==> config.mk <==
export PLATFORM = sky130hd
export DESIGN_NAME = adder_unit
export DESIGN_NICKNAME = d
export VERILOG_FILES = /design/src/rtl/adder_unit.sv
export SDC_FILE = /design/constraint.sdc
export NUM_CORES = 1
export LEC_CHECK = 0
export ABC_AREA = 1
export CORE_AREA = 2 2 110 59
export CTS_BUF_LIST = sky130_fd_sc_hd__clkbuf_4
export DETAILED_ROUTE_END_ITERATION = 8
export DIE_AREA = 0 0 112 61
export GPL_TIMING_DRIVEN = 0
export PLACE_DENSITY_LB_ADDON = 0.2
export SLEW_MARGIN = 20
export SYNTH_ARGS = -nofsm -noshare
export SYNTH_HDL_FRONTEND = slang
export SYNTH_SLANG_ARGS = --single-unit
==> constraint.sdc <==
create_clock -name clk -period 9.1 [get_ports clk]
set_input_delay 0.91 -clock clk [delete_from_list [all_inputs] [get_ports clk]]
set_output_delay 0.91 -clock clk [all_outputs]
set_load 0.005 [all_outputs]
==> src/rtl/adder_unit.sv <==
// adder_unit: registered WIDTH-bit adder built from 4-bit carry-lookahead groups, with carry/overflow/zero flags
module adder_unit #(
  parameter int WIDTH = 32
) (
  input  logic             clk,
  input  logic             rst,
  input  logic             in_valid,
  input  logic [WIDTH-1:0] ina,
  input  logic [WIDTH-1:0] inb,
  input  logic             cin,
  output logic [WIDTH-1:0] out,
  output logic             out_valid,
  output logic             cout,
  output logic             ovf,
  output logic             zero
);
  localparam int NG = WIDTH / 4;
  logic [WIDTH-1:0] g, p, c, sum;
  logic [NG-1:0] gg, gp;
  logic [NG:0] gc;
  logic [WIDTH-1:0] out_d, out_q;
  logic cout_d, cout_q, ovf_d, ovf_q, zero_d, zero_q, valid_d, valid_q;
  always_comb begin
    g = ina & inb;
    p = ina ^ inb;
    gg = '0;
    gp = '0;
    gc = '0;
    c = '0;
    for (int k = 0; k < NG; k++) begin
      gp[k] = &p[4*k +: 4];
      gg[k] = g[4*k+3] | (p[4*k+3] & g[4*k+2]) | (&p[4*k+2 +: 2] & g[4*k+1]) | (&p[4*k+1 +: 3] & g[4*k]);
    end
    gc[0] = cin;
    for (int k = 1; k <= NG; k++) gc[k] = gg[k-1] | (gp[k-1] & gc[k-1]);
    for (int k = 0; k < NG; k++) begin
      c[4*k]   = gc[k];
      c[4*k+1] = g[4*k] | (p[4*k] & gc[k]);
      c[4*k+2] = g[4*k+1] | (p[4*k+1] & g[4*k]) | (&p[4*k +: 2] & gc[k]);
      c[4*k+3] = g[4*k+2] | (p[4*k+2] & g[4*k+1]) | (&p[4*k+1 +: 2] & g[4*k]) | (&p[4*k +: 3] & gc[k]);
    end
    sum = p ^ c;
    valid_d = in_valid;
    out_d = in_valid ? sum : out_q;
    cout_d = in_valid ? gc[NG] : cout_q;
    ovf_d = in_valid ? (ina[WIDTH-1] == inb[WIDTH-1]) && (sum[WIDTH-1] != ina[WIDTH-1]) : ovf_q;
    zero_d = in_valid ? (sum == '0) : zero_q;
  end
  always_ff @(posedge clk) begin
    if (rst) begin
      out_q <= '0;
      cout_q <= 1'b0;
      ovf_q <= 1'b0;
      zero_q <= 1'b0;
      valid_q <= 1'b0;
    end else begin
      out_q <= out_d;
      cout_q <= cout_d;
      ovf_q <= ovf_d;
      zero_q <= zero_d;
      valid_q <= valid_d;
    end
  end
  assign out = out_q;
  assign cout = cout_q;
  assign ovf = ovf_q;
  assign zero = zero_q;
  assign out_valid = valid_q;
endmodule

==> out/qor.txt <==
YS warnings = 0
Period Utilization, post-route = 53.73%
Worst hold path class = reg -> reg
Pwr Total = 0.4682 mW
Port bufs = 101
Vias in the first global route = 2680
# DRC = 0
Synth Net Count = 513
Placed cells = 583
Worst reg2reg startpoint = out[27]$_SDFFE_PP0P_
FMAX = 204.5 MHz
CP max FO = 4
Setup violations, final = 0
Initial antenna violation count = 0
Core box area = 5856 um^2
Skew-Pair Late Insertion Delay = 0.34 ns
Post-Syn Instances = 405
Ant diodes = 0
Slowest stage cell, crit path = clkdlybuf4s50_1
Site Rows = 20
Final instance area = 3970 um^2
CP Capture Point = zero$_SDFFE_PP0P_
Maximum root-to-sink buffer count = 2
CTS tree = done
Antenna Nets Post-Route = 0
Crit path capture type = flop
Final Non-Filler Cells = 590
Die height = 61 um
Starting DRT DRC Count = 177
Vias per Instance = 4.958
IO Pins = 104
Synth top area share = 25.62%
GRT Util Overall = 23.25%
Worst EP required = 9.39 ns
Synthesized area = 2813 um^2
R2R depth = 4
Hold path startpoint = ovf$_SDFFE_PP0P_
# clock sinks = 36
Die Footprint = 6832 um^2
Share of layout cells above drive strength 1 = 6.823%
CP Class = in -> reg
Setup TNS = 0 ns
Setup Fix Bufs, Post-CTS = 0
Resize count post-CTS = 0
DRT Pass-1 Iters = 4
Max incr delay on CP = 0.41 ns
Rel. slew slack = 65.40%
Overflow after GRT = 0
Count of different cell masters after synthesis = 29
Max-slew violation count = 0
Worst R2R End = out[27]$_SDFFE_PP0P_
CTS clk-pin slew, worst paths = 0.11 ns
WL/cell = 13.24 um
DP Wirelength = 6505 um
Die W = 112 um
Reg-to-reg slack, setup = 8.39 ns
Final Hold Viols = 0
Layout Nets = 621
Post-synthesis sequential area ratio = 25.62%
RSZ-0062 raised after global routing = false
Critical path arrival = 5.18 ns
First-pass GRT wire length = 12430 um
Fin crit period = 4.889 ns
Root Buffer = clkbuf_4
DR vias = 2925
Layout area overhead = 41.15%
H-tree Lvls = 2
Max-Cap Viols = 0
Post-synth top area cell = dfxtp_1
DRT Wirelength = 7809 um
Status = completed
Routability Congestion = 0.8482
Worst-Margin Slew = 0.5189 ns
TritonCTS Buffers = 5
Placed Area = 3920 um^2
Initial Util = 48.03%
Max VDD drop = 0.05897 mV
Top cells by area, synth = dfxtp_1 (26%), ha_1 (14%), nand2_1 (12%)
Flops & latches, synth = 36
Worst Skew = 0 ns
Critical Path Start = inb[1]
Syn_area_per_cell = 6.945 um^2
Startpoint class of the critical path = primary input
Power density cells = 117.9 nW/um^2
Leak pwr = 1.965 nW
Hold-fix buffers, CTS = 0
Largest net degree at the start of global routing = 11
CP dominant cell by count = nand2_2
[critical path: cells and delay by family]
kind,cells,cell delay (ns)
AND/OR/NAND/NOR,32,2.86
adder cells (fa/ha/maj),2,0.74
AO/OA/AOI/OAI,1,0.11
buffers and inverters,4,0.56
[Yosys cell counts (all sizes together)]
master and count:
inv 61, o211ai 17, ha 32, or2 1, nand4 2, buf 3, nor2 49, a21oi 21
dfxtp 36, fa 8, xor2 2, clkbuf 7, a31oi 1, clkinv 1, nor3 5, o21ai 20
xnor2 6, nand2 109, nand3 23, and3 1
[per-stage QoR]
| stage | util, % | setup WS, ns | hold WS [ns] |
|---|---|---|---|
| floorplan | - | 5.064 | 0.4599 |
| detailed placement | 66.94 | 3.847 | 0.4560 |
| CTS | 67.80 | 4.204 | 0.4711 |
| global placement | 66.94 | 3.962 | 0.4534 |
| finish | 67.80 | 4.211 | 0.4757 |
| global route | 67.80 | 3.774 | 0.4859 |
[layer usage]
metal | vias to the layer above | global-route usage (%) | wire (um)
li1 | 1505 | - | -
met1 | 1314 | 31.85 | 3767
met2 | 95 | 36.80 | 3273
met3 | 11 | 7.493 | 707
met4 | 0 | 5.052 | 60
met5 | - | 0 | 0
[cells by family (layout without fill, tap and decap cells)]
group | Yosys count | count (layout) | share of synthesized area [%]
simple gates | 190 | 190 | 29.72
buf+inv | 72 | 180 | 9.786
compound gates | 59 | 59 | 12.46
fa+ha+maj | 40 | 40 | 19.93
flops | 36 | 36 | 25.62
xor+xnor | 8 | 8 | 2.491
[area by class of cell]
type,count,area (um^2)
fillers,531,1886
flip-flops and latches,36,720.7
plain buffers,10,42.54
multi-input cells,297,1817
clock inverters,1,5.005
repair buffers,101,1011
clock buffers,6,45.04
inverters,62,232.7
well taps,77,96.34
[report_power, final]
group          total (mW)  internal (mW)  switching [mW]  leakage (nW)
registers           0.181          0.172         0.00838         0.299
clock network      0.0850         0.0314          0.0536        0.0315
logic               0.202          0.100           0.102          1.63
total               0.468          0.304           0.164          1.97
[cell usage in the layout, fill, tap and decap left out, drive strengths merged]
master / instances
dfxtp: 36
or2: 1
clkdlybuf4s50: 101
nand4: 2
clkinv: 2
o21ai: 20
nor3: 5
clkbuf: 13
nand3: 23
ha: 32
buf: 3
nor2: 49
fa: 8
nand2: 109
and3: 1
xnor2: 6
a21oi: 21
a31oi: 1
inv: 61
o211ai: 17
xor2: 2
[sequential cells by signal, indices dropped and copies added (netlist names)]
| name | flops |
|---|---|
| out_valid | 1 |
| out | 32 |
| ovf | 1 |
| zero | 1 |
| cout | 1 |
[how the worst min path moves through the flow]
stage | slack (ns) | cells past startpoint | end
6_report | 0.48 | 2 | ovf$_SDFFE_PP0P_
5_1_grt | 0.49 | 2 | ovf$_SDFFE_PP0P_
4_1_cts | 0.47 | 2 | ovf$_SDFFE_PP0P_
3_5_place_dp | 0.46 | 2 | ovf$_SDFFE_PP0P_
3_3_place_gp | 0.45 | 2 | ovf$_SDFFE_PP0P_
2_1_floorplan | 0.46 | 2 | ovf$_SDFFE_PP0P_
Power figures use the tool's default switching activity.
